<file path="src/rtl/host_cmd_queue_if.sv">
// host_cmd_queue_if -- host register bus plus command channel of host_cmd_queue.
//
// Signals:
//   reg_wr_en / reg_wr_addr[2:0] / reg_wr_data[31:0] : host register write
//   reg_rd_en / reg_rd_addr[2:0]                     : host register read request
//   reg_rd_data[31:0] / reg_rd_valid                 : read response, one cycle after the request
//   cmd_valid / cmd_data[63:0] / cmd_ready           : command channel towards the control unit
//
// Modports:
//   slave  : the queue (consumes register traffic, produces commands)
//   master : the environment (host plus command consumer)
//
// Command handshake: a transfer happens on a rising edge where cmd_valid and
// cmd_ready are both 1. cmd_valid never depends on cmd_ready, and while
// cmd_valid=1 and cmd_ready=0 the producer holds cmd_data unchanged.
interface host_cmd_queue_if;
  logic        reg_wr_en;
  logic [2:0]  reg_wr_addr;
  logic [31:0] reg_wr_data;
  logic        reg_rd_en;
  logic [2:0]  reg_rd_addr;
  logic [31:0] reg_rd_data;
  logic        reg_rd_valid;
  logic        cmd_valid;
  logic [63:0] cmd_data;
  logic        cmd_ready;

  modport slave (
    input  reg_wr_en, reg_wr_addr, reg_wr_data,
    input  reg_rd_en, reg_rd_addr,
    output reg_rd_data, reg_rd_valid,
    output cmd_valid, cmd_data,
    input  cmd_ready
  );

  modport master (
    output reg_wr_en, reg_wr_addr, reg_wr_data,
    output reg_rd_en, reg_rd_addr,
    input  reg_rd_data, reg_rd_valid,
    input  cmd_valid, cmd_data,
    output cmd_ready
  );
endinterface

</file>
<file path="src/rtl/host_cmd_queue.sv">
// host_cmd_queue -- host-facing command queue for the systolic array control unit.
//
// The host assembles 64-bit commands through two register writes (CMD_LO then
// CMD_HI). Each completed command enters a first-word-fall-through FIFO whose
// head is offered on the command channel. The block also tracks commands
// handed to the control unit but not yet finished (outstanding), counts
// completions, and raises a level interrupt from sticky W1C status bits.
//
// Register map (word addresses):
//   0 CMD_LO (WO)  1 CMD_HI (WO)  2 STATUS (RO)  3 IRQ_STATUS (W1C)
//   4 IRQ_ENABLE (RW, [2:0])  5 DONE_COUNT (RO)  6/7 unmapped
//
// Ports:
//   clk, rst      : clock, asynchronous active-high reset
//   bus           : host_cmd_queue_if.slave (register bus + command channel)
//   cu_busy       : control unit busy level (reported in STATUS[10])
//   cu_done_irq   : one-cycle pulse per completed task
//   irq           : level interrupt to host
//
// Optional feature: define HOST_CMD_QUEUE_CHECK_EN to reject commands whose
// M, K or N is 0 or larger than SYSTOLIC_ARRAY_WIDTH (sets IRQ_STATUS[2]).
module host_cmd_queue #(
  parameter int FIFO_DEPTH           = 4,
  parameter int SYSTOLIC_ARRAY_WIDTH = 16
) (
  input  logic               clk,
  input  logic               rst,
  host_cmd_queue_if.slave    bus,
  input  logic               cu_busy,
  input  logic               cu_done_irq,
  output logic               irq
);

  localparam int AW = (FIFO_DEPTH > 1) ? $clog2(FIFO_DEPTH) : 1;
  localparam int CW = AW + 1;
  localparam logic [CW-1:0] DEPTH_C = CW'(FIFO_DEPTH);

  logic [63:0]   mem_q [FIFO_DEPTH];
  logic [63:0]   mem_d [FIFO_DEPTH];
  logic [AW-1:0] wr_ptr_q, wr_ptr_d;
  logic [AW-1:0] rd_ptr_q, rd_ptr_d;
  logic [CW-1:0] count_q, count_d;
  logic [31:0]   staging_q, staging_d;
  logic [7:0]    outstanding_q, outstanding_d;
  logic [15:0]   done_count_q, done_count_d;
  logic [2:0]    irq_status_q, irq_status_d;
  logic [2:0]    irq_enable_q, irq_enable_d;
  logic [31:0]   rd_data_q, rd_data_d;
  logic          rd_valid_q, rd_valid_d;

  logic          empty, full, pop, push, hi_wr, cmd_err, overflow;
  logic [63:0]   cmd_word;
  logic [2:0]    irq_set, irq_clr;
  logic [31:0]   status_word;

`ifdef HOST_CMD_QUEUE_CHECK_EN
  function automatic logic dim_ok(input logic [7:0] d);
    return (d != 8'd0) && (int'(d) <= SYSTOLIC_ARRAY_WIDTH);
  endfunction
`endif

  always_comb begin
    empty    = (count_q == '0);
    full     = (count_q == DEPTH_C);
    pop      = !empty && bus.cmd_ready;
    cmd_word = {bus.reg_wr_data, staging_q};
    hi_wr    = bus.reg_wr_en && (bus.reg_wr_addr == 3'd1);
    cmd_err  = 1'b0;
`ifdef HOST_CMD_QUEUE_CHECK_EN
    // Legality is judged before fullness: an illegal command reports cmd_err only.
    cmd_err  = hi_wr && !(dim_ok(cmd_word[7:0]) && dim_ok(cmd_word[15:8]) &&
                          dim_ok(cmd_word[23:16]));
`endif
    // Fullness is judged on the pre-edge count, so a same-cycle pop never frees a slot.
    push     = hi_wr && !cmd_err && !full;
    overflow = hi_wr && !cmd_err && full;

    mem_d = mem_q;
    if (push) mem_d[wr_ptr_q] = cmd_word;
    wr_ptr_d = push ? wr_ptr_q + AW'(1) : wr_ptr_q;
    rd_ptr_d = pop  ? rd_ptr_q + AW'(1) : rd_ptr_q;
    count_d  = count_q;
    case ({push, pop})
      2'b10:   count_d = count_q + CW'(1);
      2'b01:   count_d = count_q - CW'(1);
      default: count_d = count_q;
    endcase

    staging_d = staging_q;
    if (bus.reg_wr_en && (bus.reg_wr_addr == 3'd0)) staging_d = bus.reg_wr_data;

    // A handshake and a completion in the same cycle cancel out.
    outstanding_d = outstanding_q;
    if (pop && !cu_done_irq && (outstanding_q != 8'hFF))
      outstanding_d = outstanding_q + 8'd1;
    else if (cu_done_irq && !pop && (outstanding_q != 8'd0))
      outstanding_d = outstanding_q - 8'd1;

    done_count_d = cu_done_irq ? done_count_q + 16'd1 : done_count_q;

    // Set beats clear so an event arriving during a W1C is never lost.
    irq_set      = {cmd_err, overflow, cu_done_irq};
    irq_clr      = (bus.reg_wr_en && (bus.reg_wr_addr == 3'd3)) ? bus.reg_wr_data[2:0] : 3'b000;
    irq_status_d = (irq_status_q & ~irq_clr) | irq_set;

    irq_enable_d = irq_enable_q;
    if (bus.reg_wr_en && (bus.reg_wr_addr == 3'd4)) irq_enable_d = bus.reg_wr_data[2:0];

    status_word = {8'h00, outstanding_q, 5'b00000, cu_busy, empty, full, 8'(count_q)};
    rd_valid_d  = bus.reg_rd_en;
    rd_data_d   = 32'h0;
    if (bus.reg_rd_en) begin
      case (bus.reg_rd_addr)
        3'd2:    rd_data_d = status_word;
        3'd3:    rd_data_d = {29'h0, irq_status_q};
        3'd4:    rd_data_d = {29'h0, irq_enable_q};
        3'd5:    rd_data_d = {16'h0, done_count_q};
        default: rd_data_d = 32'h0;
      endcase
    end
  end

  always_ff @(posedge clk or posedge rst) begin
    if (rst) begin
      for (int i = 0; i < FIFO_DEPTH; i++) mem_q[i] <= '0;
      wr_ptr_q      <= '0;
      rd_ptr_q      <= '0;
      count_q       <= '0;
      staging_q     <= '0;
      outstanding_q <= '0;
      done_count_q  <= '0;
      irq_status_q  <= '0;
      irq_enable_q  <= '0;
      rd_data_q     <= '0;
      rd_valid_q    <= 1'b0;
    end else begin
      mem_q         <= mem_d;
      wr_ptr_q      <= wr_ptr_d;
      rd_ptr_q      <= rd_ptr_d;
      count_q       <= count_d;
      staging_q     <= staging_d;
      outstanding_q <= outstanding_d;
      done_count_q  <= done_count_d;
      irq_status_q  <= irq_status_d;
      irq_enable_q  <= irq_enable_d;
      rd_data_q     <= rd_data_d;
      rd_valid_q    <= rd_valid_d;
    end
  end

  // Stale entries never leak out: cmd_data reads 0 whenever the FIFO is empty.
  assign bus.cmd_valid    = !empty;
  assign bus.cmd_data     = empty ? 64'h0 : mem_q[rd_ptr_q];
  assign bus.reg_rd_data  = rd_data_q;
  assign bus.reg_rd_valid = rd_valid_q;
  assign irq              = |(irq_status_q & irq_enable_q);

endmodule

</file>
<file path="src/flat_wrapper.sv">
// flat-port wrapper written by rule: the top's interface ports become plain ports
module host_cmd_queue_flat 
#(
  parameter int FIFO_DEPTH           = 4,
  parameter int SYSTOLIC_ARRAY_WIDTH = 16
)
  (clk, rst, cu_busy, cu_done_irq, irq, bus_reg_wr_en, bus_reg_wr_addr, bus_reg_wr_data, bus_reg_rd_en, bus_reg_rd_addr, bus_reg_rd_data, bus_reg_rd_valid, bus_cmd_valid, bus_cmd_data, bus_cmd_ready);
  host_cmd_queue_if bus_i ();
  input  logic clk;
  input  logic rst;
  input  logic cu_busy;
  input  logic cu_done_irq;
  output logic irq;
  input wire logic [$bits(bus_i.reg_wr_en)-1:0] bus_reg_wr_en;
  input wire logic [$bits(bus_i.reg_wr_addr)-1:0] bus_reg_wr_addr;
  input wire logic [$bits(bus_i.reg_wr_data)-1:0] bus_reg_wr_data;
  input wire logic [$bits(bus_i.reg_rd_en)-1:0] bus_reg_rd_en;
  input wire logic [$bits(bus_i.reg_rd_addr)-1:0] bus_reg_rd_addr;
  output wire logic [$bits(bus_i.reg_rd_data)-1:0] bus_reg_rd_data;
  output wire logic [$bits(bus_i.reg_rd_valid)-1:0] bus_reg_rd_valid;
  output wire logic [$bits(bus_i.cmd_valid)-1:0] bus_cmd_valid;
  output wire logic [$bits(bus_i.cmd_data)-1:0] bus_cmd_data;
  input wire logic [$bits(bus_i.cmd_ready)-1:0] bus_cmd_ready;
  assign bus_i.reg_wr_en = bus_reg_wr_en;
  assign bus_i.reg_wr_addr = bus_reg_wr_addr;
  assign bus_i.reg_wr_data = bus_reg_wr_data;
  assign bus_i.reg_rd_en = bus_reg_rd_en;
  assign bus_i.reg_rd_addr = bus_reg_rd_addr;
  assign bus_reg_rd_data = bus_i.reg_rd_data;
  assign bus_reg_rd_valid = bus_i.reg_rd_valid;
  assign bus_cmd_valid = bus_i.cmd_valid;
  assign bus_cmd_data = bus_i.cmd_data;
  assign bus_i.cmd_ready = bus_cmd_ready;
  host_cmd_queue #(.FIFO_DEPTH(FIFO_DEPTH), .SYSTOLIC_ARRAY_WIDTH(SYSTOLIC_ARRAY_WIDTH)) u_core (.clk(clk), .rst(rst), .bus(bus_i), .cu_busy(cu_busy), .cu_done_irq(cu_done_irq), .irq(irq));
endmodule
</file>
<file path="config.mk">
export PLATFORM = sky130hd
export DESIGN_NAME = host_cmd_queue_flat
export DESIGN_NICKNAME = d
export VERILOG_FILES = /design/src/rtl/host_cmd_queue_if.sv /design/src/rtl/host_cmd_queue.sv /design/src/flat_wrapper.sv
export SDC_FILE = /design/constraint.sdc
export NUM_CORES = 1
export LEC_CHECK = 0
export CAP_MARGIN = 20
export CORE_UTILIZATION = 52
export CTS_CLUSTER_DIAMETER = 40
export DETAILED_ROUTE_END_ITERATION = 8
export GPL_ROUTABILITY_DRIVEN = 0
export GPL_TIMING_DRIVEN = 0
export PLACE_DENSITY_LB_ADDON = 0.12
export SETUP_SLACK_MARGIN = 0.02
export SLEW_MARGIN = 20
export SYNTH_ARGS = -nofsm -noshare
export SYNTH_HDL_FRONTEND = slang
export SYNTH_SLANG_ARGS = --single-unit
</file>
<file path="constraint.sdc">
create_clock -name clk -period 11.15 [get_ports clk]
set_input_delay 2.23 -clock clk [delete_from_list [all_inputs] [get_ports clk]]
set_output_delay 2.23 -clock clk [all_outputs]
set_load 0.05 [all_outputs]
</file>
== After elaboration in Yosys (flattened, before gate mapping) ==
Cells that the tools add are included.
Storage, ports and cells
  word-level logic and storage cells: 76
  output and inout bits: 99
  memories kept: 0
  bits of input ports: 45
  ROM bits: 0
  RAM bits: 0
  flip-flop bits (word level): 358
  latch bits: 0
Cells by class
  divide/modulo/power cells: 0
  bitwise operators: 6
  magnitude comparators: 3
  muxes and demuxes: 13
  $add $sub $neg: 7
  multiply operators: 0
  equality and inequality tests: 11
  shifts and indexed selects: 0
  reduce and logical (&&, ||, !) cells: 22
Operators by type and width (count)
  $bwmux 256: 1
  $mux 64: 4
  $bmux 64 s2: 1
  $demux 64 s2: 1
  $pmux 24 s4: 1
  $mux 32: 1
  $add 16x1->16 const B: 1
  $mux 8: 2
  $eq 3x3->1 const B: 4
  $logic_and 1x1->1: 12
  $eq 3x2->1 const B: 3
  $add 8x1->8 const B: 1
  $ne 8x8->1 const B: 1
  $reduce_bool 8->1: 1
  $sub 8x1->8 const B: 1
  $and 3x3->3: 2
  $ge 3x3->1 const B: 2
  $logic_not 3->1: 2
  $not 2->3: 2
  $pmux 3 s2: 1
  $add 2x1->2 const B: 2
  $logic_not 1->1: 4
  $reduce_bool 2->1: 2
  $add 3x1->3 const B: 1
  other kinds (9): 9

== Longest topological paths before layout ==
  depth in word-level cells: 8
  gate-level depth with buffers: 10
  mapped depth without buffers: 10

== Worst setup path after synthesis ==
No wires, ideal clock.
  path kind: input to register
  from: input port cu_done_irq
  to: register u_core.outstanding_q[7]
  arrival: 4.203 ns
  slack: 6.867 ns
  path buffers: 1
  setup time: 0.080 ns
  required time: 11.070 ns
  stages on the path: 9
  path through: clkbuf_1 -> a211oi_1 -> inv_1 -> ha_1 -> a21o_1 -> nand3_1 -> and3b_1 -> mux2i_1 -> xnor2_1
Between the ends
  word-level cells in the longest chain between the ends: 4
  elaborated cells between the ends (all ways): 7
  those cells by class: mux: 1; reduce/logical: 6
Ends and longest elaborated chain
  from (decl): line flat_wrapper.sv:12  | input logic cu_done_irq;
  $logic_not 1->1: line host_cmd_queue.sv:94  | if (pop && !cu_done_irq && (outstanding_q != 8'hFF))
  $logic_and 1x1->1 (2 in a row): line host_cmd_queue.sv:94
  $mux 8 or $reduce_bool 2->1 (tied branches)
  to (signal assigned): line host_cmd_queue.sv:142  | outstanding_q <= outstanding_d;
  to (decl): line host_cmd_queue.sv:44  | logic [7:0] outstanding_q, outstanding_d;
Several ways; a longest one is shown, not always the timed one.
A chain may end at the register's enable or synchronous reset.

== Final worst setup path ==
  from: register u_core.rd_ptr_q[0]
  to: output port bus_cmd_data[52]
Between the ends
  word-level cells in the longest chain between the ends: 5
Ends and longest elaborated chain
  from (decl): line host_cmd_queue.sv:41  | logic [AW-1:0] rd_ptr_q, rd_ptr_d;
  from (signal assigned): line host_cmd_queue.sv:139  | rd_ptr_q <= rd_ptr_d;
  $not 2->3 (implied by the code): line host_cmd_queue.sv:153  | assign bus.cmd_data = empty ? 64'h0 : mem_q[rd_ptr_q];
  $bmux 64 s2: line host_cmd_queue.sv:153
  $mux 64 (implied by the code) (2 in a row): line host_cmd_queue.sv:153
  $mux 64: line host_cmd_queue.sv:153
  to (decl): line flat_wrapper.sv:22  | output wire logic [$bits(bus_i.cmd_data)-1:0] bus_cmd_data;
No other way between the ends. The select of a mux whose other input is x is not followed.

==> reports/metrics.cfg <==
[worst_setup_path]
worstPathArrival_ps = 3490
path_max_fanout = 10
crit_chain = buf_1 -> clkbuf_1 -> mux4_2 -> and2_1 -> clkdlybuf4s50_1
slowest_delay_ps = 810
critPathRequiredTime_ps = 8920
end_kind = primary output
crit_type = reg -> out
reg2reg_depth = 9
cpMaxStageDelayCell = clkdlybuf4s50_1
start_kind = flop

[status]
status = finished, final reports clean

[clock_network]
post-cts-setup-buffers = 0
clk_latency_ps = 530
cts-resized-gates = 0
cts-root-buf = clkbuf_16
cts_hold_buf = 0
path_clk_slew_ps = 50
clock-sinks = 350
numCtsBuffers = 47
htree_levels = 2
clock_path_buffers = 3
cts_tree = done

[flow_run]
drv_cap = 0

[synth]
synth_compound_area_share_pct = 1.390
synth_area_leaders = dfrtp_1 (56%), mux2_2 (21%), mux4_2 (9.2%)
ys_seq_area_share_pct = 55.94
ys_warn_count = 0
synth_top_family_by_area = multiplexers
synthesis.area_sq_um = 15660
synthCells = 1021
synth_adder_area_share_pct = 1.374
yosysTopAreaCellShare_pct = 55.94
ys_ff_latch = 350
synthSimpleGateAreaFrac_pct = 5.897
synthMuxAreaShare_pct = 30.59
synthDistinctLibCells = 50
synth-edff-count = 0
synth_xor_area_share_pct = 1.510
async_reset_ff_share_pct = 100.0
synth_largest_area_cell = dfrtp_1
ys.flop_type = dfrtp_1
avgSynthCellArea_sq_um = 15.34

[pwr]
ir_worst_vdd_mv = 0.2188
leakagePower_uw = 0.008873
powerDensity_nw_per_um2 = 304.3

[timing]
rsz0062_at_grt = false
setup_viol = 0
min_period_over_period_pct = 51.34
max_slew_margin_pct = 38.58
fin_setup_tns_ps = 0
fmax_ghz = 0.1747
hold_viol_final = 0
period_needed_ps = 5724
fin_skew_ps = 12.35
slew_violations = 0
tightest_slew_ps = 921.3

[worst_hold_path]
holdPathStages = 1
hold_class = reg -> reg

[global_routing]
grt_start_max_net_pins = 35
antenna_found_initial = 0
track_usage_pct = 22.41
grt_pass1_vias = 9637
grt_pass1_wl_mm = 53.71
grt.overflow.total = 0

[cells_and_area]
diodes = 0
layout-drive-gt1-share_pct = 39.62
finalNetCount = 1283
finalInstanceArea_sq_um = 19430
area_growth_pct = 24.12

[floorplan]
rows = 63
die_width_um = 175.5
io_pins = 144
start_util_pct = 52.83
die-height_um = 175.5
coreArea_sq_um = 29640
dieArea_sq_um = 30810

[placement]
io_buffers = 134
placed_area_sq_um = 17740
dpl.hpwl_mm = 22.19

[routing]
dr.pass1.iters = 4
antenna_left = 0
wirelength_mm = 32.67
avgViaCountPerCell = 5.492
wl_per_cell_um = 19.84
first_iter_violations = 457
drc = 0
num_vias = 9045

-- power breakdown --
group	leakage (uW)	switching, uW	internal, uW
Clock	0.000812	560	1010
Sequential	0.00453	258	1720
Combinational	0.00353	1260	1110
Total	0.00887	2080	3840
-- critical path, delay by kind of cell (launching register included) --
family | cells | cell delay, ps
flip-flops | 1 | 410
buffers and inverters | 3 | 2050
multiplexers | 1 | 340
AND/OR/NAND/NOR | 1 | 160
-- Yosys cell counts (2+ instances only) --
library cell  instances
a211oi_1              2
a21boi_0              2
a21o_1                2
a21oi_1              10
a31oi_1               2
a32oi_1               2
and2_1               76
and3_1               15
and4_1                3
buf_1                 3
buf_2                 5
buf_4                 8
buf_6                25
clkbuf_1             21
dfrtp_1             350
fa_1                  2
ha_1                 14
inv_1                14
mux2_2              292
mux2i_1               6
mux4_2               64
nand2_1              17
nand2_2               3
nand2b_1              3
nand3_1               4
nand4_1               5
nor2_1               12
nor2b_1               5
nor3_1                2
o21ai_0               4
o22ai_1               2
o31ai_1               2
or4_1                 2
xnor2_1              18
xor2_1                9
-- per-layer routing --
metal / track usage, % / routed length, um
met5: 0 / 0
met4: 4.819 / 442
met3: 3.074 / 1010
met2: 36.87 / 15830
met1: 31.95 / 15390
-- per-stage QoR --
| stage | setup slack, ps | std cells | power (uW) | util, % | hold slack, ps |
|---|---|---|---|---|---|
| 6_report | 5426 | 1647 | 5914 | 65.57 | 470.2 |
| 4_1_cts | 5382 | 1647 | 5978 | 65.55 | 470.9 |
| 5_1_grt | 5270 | 1647 | 6217 | 65.57 | 500.8 |
| 3_5_place_dp | 5985 | 1563 | 4382 | 59.87 | 463.8 |
| 3_3_place_gp | 1768 | 1552 | 4329 | 59.10 | 453.9 |
| 2_1_floorplan | 4234 | 1028 | 3680 | - | 433.6 |
-- flip-flops by register name, summed over array words and instances, names as in the netlist, 2 cells and up --
| name | cells |
|---|---|
| u_core.irq_status_q | 3 |
| u_core.mem_q | 256 |
| u_core.irq_enable_q | 3 |
| u_core.bus.reg_rd_data | 24 |
| u_core.done_count_q | 16 |
| u_core.outstanding_q | 8 |
| u_core.rd_ptr_q | 2 |
| u_core.wr_ptr_q | 2 |
| u_core.staging_q | 32 |
| u_core.count_q | 3 |
-- area by class of cell --
class                           instances  area (sq um)
Clock inverter                         23         312.8
Multi-Input combinational cell        601          6417
Sequential cell                       350          8758
Tap cell                              390         488.0
Inverter                               15         60.06
Clock buffer                           61          1371
Timing Repair Buffer                  145          1569
Fill cell                            2224         10200
Buffer                                 62         456.7
-- final timing paths --
path / from / to / slack (ps)
worst min register to register: u_core.done_count_q[15] / u_core.done_count_q[15] / 470
worst max register to register: u_core.count_q[0] / u_core.outstanding_q[6] / 8160
min in group asynchronous: rst / u_core.mem_q[101] / 2130
worst max-delay path: u_core.rd_ptr_q[0] / bus_cmd_data[52] / 5430
worst min-delay path: u_core.done_count_q[15] / u_core.done_count_q[15] / 470
max in group asynchronous: rst / u_core.mem_q[56] / 7730
-- cells in the final DEF, fill, tap and decap left out, types with 5 or more instances in the layout --
cell type	count
clkbuf_16	49
inv_1	13
clkbuf_8	10
nor2_1	12
buf_4	8
a21oi_1	10
dfrtp_1	350
buf_12	10
mux4_2	64
nor2b_1	5
mux2i_1	6
nand2_1	17
xnor2_1	18
clkinvlp_4	7
ha_1	14
bufinv_16	6
and2_1	76
mux2_2	292
conb_1	8
inv_6	5
clkbuf_1	23
nand4_1	5
buf_6	25
buf_2	5
and3_1	15
clkdlybuf4s50_1	134
xor2_1	9
-- logic make-up after synthesis --
| kind of cell | count (synthesis) |
|---|---|
| muxes | 362 |
| DFF | 350 |
| and+or+nand+nor | 155 |
| buffers and inverters | 77 |
| AOI/OAI and AO/OA | 33 |
| xor gates and xnor gates | 27 |
| adders and majority gates | 16 |
| other | 1 |
Note: power is estimated with default switching activity, not from simulation.
